[src/rtl/store_commit_buffer.sv]
// Post-retire store FIFO: takes up to two committed stores per cycle, drains one
// per cycle to data memory, and serves store-to-load forwarding from undrained entries.
module store_commit_buffer #(
  parameter int DEPTH  = 8,
  parameter int ADDR_W = 32,
  parameter int DATA_W = 32,
  localparam int PTR_W = $clog2(DEPTH),
  localparam int CNT_W = PTR_W + 1
) (
  input  logic              clk,
  input  logic              rst_n,
  input  logic              req1_valid,
  input  logic [ADDR_W-1:0] req1_addr,
  input  logic [DATA_W-1:0] req1_data,
  input  logic              req2_valid,
  input  logic [ADDR_W-1:0] req2_addr,
  input  logic [DATA_W-1:0] req2_data,
  output logic              space2,
  output logic              mem_wr_valid,
  output logic [ADDR_W-1:0] mem_wr_addr,
  output logic [DATA_W-1:0] mem_wr_data,
  input  logic              mem_wr_ready,
  input  logic [ADDR_W-1:0] fwd_addr,
  output logic              fwd_hit,
  output logic [DATA_W-1:0] fwd_data,
  output logic [CNT_W-1:0]  count,
  output logic              overflow
);

  logic [ADDR_W-1:0] r_addr [DEPTH];
  logic [DATA_W-1:0] r_data [DEPTH];
  logic [PTR_W-1:0]  r_head, r_tail;
  logic [CNT_W-1:0]  r_count;
  logic              r_overflow, r_space2;

  logic              w_pop, w_drop, w_wr1, w_wr2;
  logic [1:0]        w_nreq, w_nacc;
  logic [CNT_W-1:0]  w_free, w_count_nxt;
  logic [PTR_W-1:0]  w_idx2;
  logic              w_fwd_hit;
  logic [DATA_W-1:0] w_fwd_data;

  assign w_pop  = (r_count != '0) && mem_wr_ready;
  // A same-cycle pop frees one slot for an incoming store.
  assign w_free = CNT_W'(DEPTH) - r_count + CNT_W'(w_pop);
  assign w_nreq = {1'b0, req1_valid} + {1'b0, req2_valid};
  assign w_drop = CNT_W'(w_nreq) > w_free;
  // When dropping, free is 0 or 1, so the oldest request keeps the slot.
  assign w_nacc = w_drop ? w_free[1:0] : w_nreq;
  assign w_wr1  = req1_valid && (w_nacc != 2'd0);
  assign w_wr2  = req2_valid && (req1_valid ? (w_nacc == 2'd2) : (w_nacc == 2'd1));
  assign w_idx2 = req1_valid ? r_tail + PTR_W'(1) : r_tail;
  assign w_count_nxt = r_count + CNT_W'(w_nacc) - CNT_W'(w_pop);

  always_ff @(posedge clk) begin
    if (w_wr1) begin
      r_addr[r_tail] <= req1_addr;
      r_data[r_tail] <= req1_data;
    end
    if (w_wr2) begin
      r_addr[w_idx2] <= req2_addr;
      r_data[w_idx2] <= req2_data;
    end
  end

  always_ff @(posedge clk or negedge rst_n) begin
    if (!rst_n) begin
      r_head     <= '0;
      r_tail     <= '0;
      r_count    <= '0;
      r_overflow <= 1'b0;
      r_space2   <= 1'b1;
    end else begin
      r_head     <= r_head + PTR_W'(w_pop);
      r_tail     <= r_tail + PTR_W'(w_nacc);
      r_count    <= w_count_nxt;
      r_overflow <= r_overflow | w_drop;
      r_space2   <= (w_count_nxt <= CNT_W'(DEPTH - 2));
    end
  end

  // Walk oldest to youngest so the last match wins; the popping head is still occupied.
  always_comb begin
    w_fwd_hit  = 1'b0;
    w_fwd_data = '0;
    for (int i = 0; i < DEPTH; i++) begin
      if ((CNT_W'(i) < r_count) && (r_addr[r_head + PTR_W'(i)] == fwd_addr)) begin
        w_fwd_hit  = 1'b1;
        w_fwd_data = r_data[r_head + PTR_W'(i)];
      end
    end
  end

  assign space2       = r_space2;
  assign mem_wr_valid = (r_count != '0);
  assign mem_wr_addr  = r_addr[r_head];
  assign mem_wr_data  = r_data[r_head];
  assign fwd_hit      = w_fwd_hit;
  assign fwd_data     = w_fwd_data;
  assign count        = r_count;
  assign overflow     = r_overflow;

endmodule

[config.mk]
export PLATFORM = sky130hd
export DESIGN_NAME = store_commit_buffer
export DESIGN_NICKNAME = d
export VERILOG_FILES = /design/src/rtl/store_commit_buffer.sv
export SDC_FILE = /design/constraint.sdc
export NUM_CORES = 2
export LEC_CHECK = 0
export ABC_AREA = 1
export CAP_MARGIN = 20
export CORE_ASPECT_RATIO = 1.75
export CORE_UTILIZATION = 50
export CTS_CLUSTER_DIAMETER = 60
export DETAILED_ROUTE_END_ITERATION = 7
export PLACE_DENSITY = 0.71
export SLEW_MARGIN = 5
export SYNTH_ARGS = -nofsm -noshare
export SYNTH_HDL_FRONTEND = slang
export SYNTH_SLANG_ARGS = --single-unit
[constraint.sdc]
create_clock -name clk -period 7.6 [get_ports clk]
set_clock_uncertainty 0.15 [all_clocks]
set_input_delay 1.14 -clock clk [delete_from_list [all_inputs] [get_ports clk]]
set_output_delay 1.14 -clock clk [all_outputs]
set_load 0.01 [all_outputs]
==> impl_metrics.ini <==
[yosys]
synth_cell_types = 54
synth_xor_area_frac = 0.0151
syn-num-nets = 7925
synth_simple_gate_area_share = 0.410
netlist_area_sq_um = 47700
synth-warning-count = 0
syn_avg_cell_area_sq_um = 6.16
post_synth_fa_ha_maj_area_fraction = 0.00503
yosys-mux-area-fraction = 0.000839
combinational_family_with_the_most_area_after_synthesis = simple AND/OR/NAND/NOR gates
synth.yosys.seq_area_share = 0.328
postSynthRegisterBits = 524
synth-compound-area-share = 0.135
synthCells = 7742

[routing]
dr_total_vias = 53172
post-route-drc-count = 20
antenna_violating_nets_post_route = 0
drt-pass1-iter-count = 8
route.detailed.wl_per_inst_microns = 23.0
drt_iter0_markers = 6019
total_routed_length_microns = 203000
routed_via_density = 6.03

[finish]
leading_cell_types_in_the_layout_fill_and_taps_excluded = nand2_1 (3275), nand3_1 (1222), o21ai_0 (870)
sequential_cell_area_sq_um = 15700
nets = 7739
area_growth_pct = 8.91
mostFrequentLayoutCell = nand2_1
final_cell_utilization_of_the_core = 0.551
layout-drive-gt1-share = 0.0340
finalNonFillerCells = 8817
final.fill_count = 9297
multi_input_gate_area_in_the_final_layout_sq_um = 27200

[power_and_ir_drop]
leakage_component_of_the_power_nw = 24.6
power.density_nw_per_um2 = 513
peakVddDrop_mv = 0.504

[sta]
timing_worst_slew_pin_value_ns = 1.20
total_count_of_hold_check_failures_in_the_final_report = 0
setup_viol_count_final = 0
max_freq_ghz = 0.136
max_slew_margin = 0.197
fin_hold_ws_ns = 0.323
slew_violations = 0
rsz_0062_raised_after_global_routing = no
min_period_ns = 7.35
post_route_fraction_of_the_period_consumed_by_the_critical_path = 0.967

[clocking]
number_of_hold_buffers_added_after_cts = 0
clock_tree.htree_level_count = 2
number_of_buffers_added_by_the_clock_tree_synthesis_step = 52
clkLatencyLatePin_ns = 0.66
clk_pin_slew_ns = 0.06
clock_sink_count = 524
tritoncts = built
cts_root_buf = clkbuf_16
clk_path_buf_depth = 3

[die]
die-width_microns = 236
die_area_sq_um = 96700
num_rows = 149
core_sq_um = 94300
die-height_microns = 411
ioPinCount = 269
floorplan.initialDensity = 0.506

[setup_path]
cell_at_the_slowest_stage_of_the_critical_path = dfrtp_4
data_arrival_time_of_the_critical_path_ns = 6.06
required_ns = 6.31
crit_path_max_incr_delay_ns = 0.80
crit_fanout = 48
critPathLaunchType = flip-flop
worstPathCellList = inv_8, ha_4, inv_8, buf_4, o21a_1, nand2_1, nand3_1, nand2_1, nor2_1, nand3b_1, nor2_1, nand2_1, nor2_2, buf_4, nand3_1, nand2_1, inv_1, nand2_1, nand2_1, nand2_1, nand2_1, nand2_1, clkdlybuf4s50_1
critPathKind = reg -> out
worst_setup_path_end_kind = output port
cell_with_the_most_instances_on_the_worst_path = nand2_1

[global_route]
global_route.usage.total = 0.408
grt_overflow_total = 0
grt_max_degree = 209
grt_pass1_wl_microns = 295000
grt_antenna_before_repair = 23
grt_pass1_vias = 49035

[status]
outcome = finished, violations left
violations = design-rule violations

[placement]
placed_cell_count = 8708
io_buffer_count = 268
hpwl_after_detailed_placement_microns = 132000
gp_routability_congestion = 1.04

[hold_path]
hold_class = reg -> reg

[flow_run]
cap_viol_max_count = 0
## per-stage QoR
stage               TNS [ns]  total power, mW  cell area [sq um]  setup slack (ns)
floorplan            -201.91             17.2              47700            -0.394
global placement           0             23.1              50200             0.961
detailed placement         0             23.3              50200             0.886
CTS                        0             26.0              51900             0.193
global route               0             28.4              52000            0.0172
finish                     0             26.7              52000             0.247
## Yosys cell counts, drive strengths merged
| cell | count | area, sq um |
|---|---|---|
| dfstp | 1 | 26.3 |
| a21oi | 21 | 109 |
| edfxtp | 512 | 15400 |
| o2111ai | 10 | 87.6 |
| a21boi | 1 | 7.51 |
| clkbuf | 293 | 1180 |
| nor3b | 1 | 7.51 |
| clkinv | 6 | 22.5 |
| and2 | 49 | 307 |
| a221oi | 1 | 8.76 |
| a21o | 2 | 15.0 |
| a22o | 2 | 17.5 |
| nor2 | 126 | 526 |
| and3 | 1 | 6.26 |
| buf | 311 | 1730 |
| o21a | 16 | 120 |
| a211oi | 6 | 50.1 |
| xor2 | 73 | 677 |
| inv | 553 | 2080 |
| o2bb2ai | 1 | 8.76 |
| mux2i | 4 | 40.0 |
| ha | 16 | 200 |
| a32o | 1 | 10.0 |
| nand3 | 1224 | 6140 |
| nor4 | 4 | 25.0 |
| nand4 | 22 | 138 |
| fa | 2 | 40.0 |
| a31oi | 7 | 43.8 |
| nand3b | 3 | 22.5 |
| xnor2 | 4 | 42.6 |
| o211ai | 56 | 420 |
| or2 | 7 | 43.8 |
| nand2 | 3279 | 12300 |
| dfrtp | 11 | 275 |
| o21ai | 1096 | 5490 |
| o22ai | 8 | 50.1 |
| nor3 | 12 | 60.1 |
## report_power, final
part	internal (mW)	switching, mW	leakage, nW
registers	3.90	0.404	4.79
clock network	1.41	1.25	0.813
logic	5.57	14.1	19.0
total	10.9	15.8	24.6
## repair_timing
action                     CTS  global route
resized for setup            0             3
setup buffers                0             2
setup endpoints to repair    0            32
## metal layers
layer | wire length [microns] | up-vias | GRT usage | share of wire
li1 | - | 25002 | - | -
met5 | 104 | - | 0 | 0.00051
met2 | 94300 | 3172 | 0.683 | 0.46
met4 | 21200 | 16 | 0.380 | 0.10
met1 | 67100 | 23943 | 0.432 | 0.33
met3 | 20300 | 1039 | 0.0828 | 0.10
## final cells by class
class	count	share of cell area
repair buffers	364	0.0720
inverters	559	0.0413
clock inverters	35	0.00701
well taps	1208	0.0291
clock buffers	58	0.0255
diodes	14	0.000674
flip-flops and latches	524	0.302
multi-input cells	6055	0.523
## registers in the layout, summed over array words and instances (netlist names)
signal and cells:
r_addr 256, r_data 256, count 4, r_head 3
r_tail 3, overflow 1, space2 1
## worst max-delay path, delay by kind of cell (launching register included)
family | cells | cell delay (ns)
compound gates | 1 | 0.31
fa+ha+maj | 1 | 0.33
buf+inv | 6 | 2.03
flops | 1 | 0.80
simple gates | 15 | 1.80
## final timing paths
check / endpoint / startpoint / cells past startpoint / slack, ns
max in group asynchronous: r_head[2] / rst_n / 1 / 6.17
min in group asynchronous: count[0] / rst_n / 1 / 0.69
setup reg to reg: r_data[5][11] / count[3] / 19 / 1.61
hold / removal: overflow / overflow / 1 / 0.32
hold reg to reg: overflow / overflow / 1 / 0.32
setup / recovery: fwd_data[3] / r_head[1] / 23 / 0.25
## kinds of logic after synthesis
kind of cell,Yosys count
mux,4
simple gates,4728
xor+xnor,77
flops,524
fa+ha+maj,18
buf+inv,1163
compound gates,1228
(Power assumes the default switching activity.)
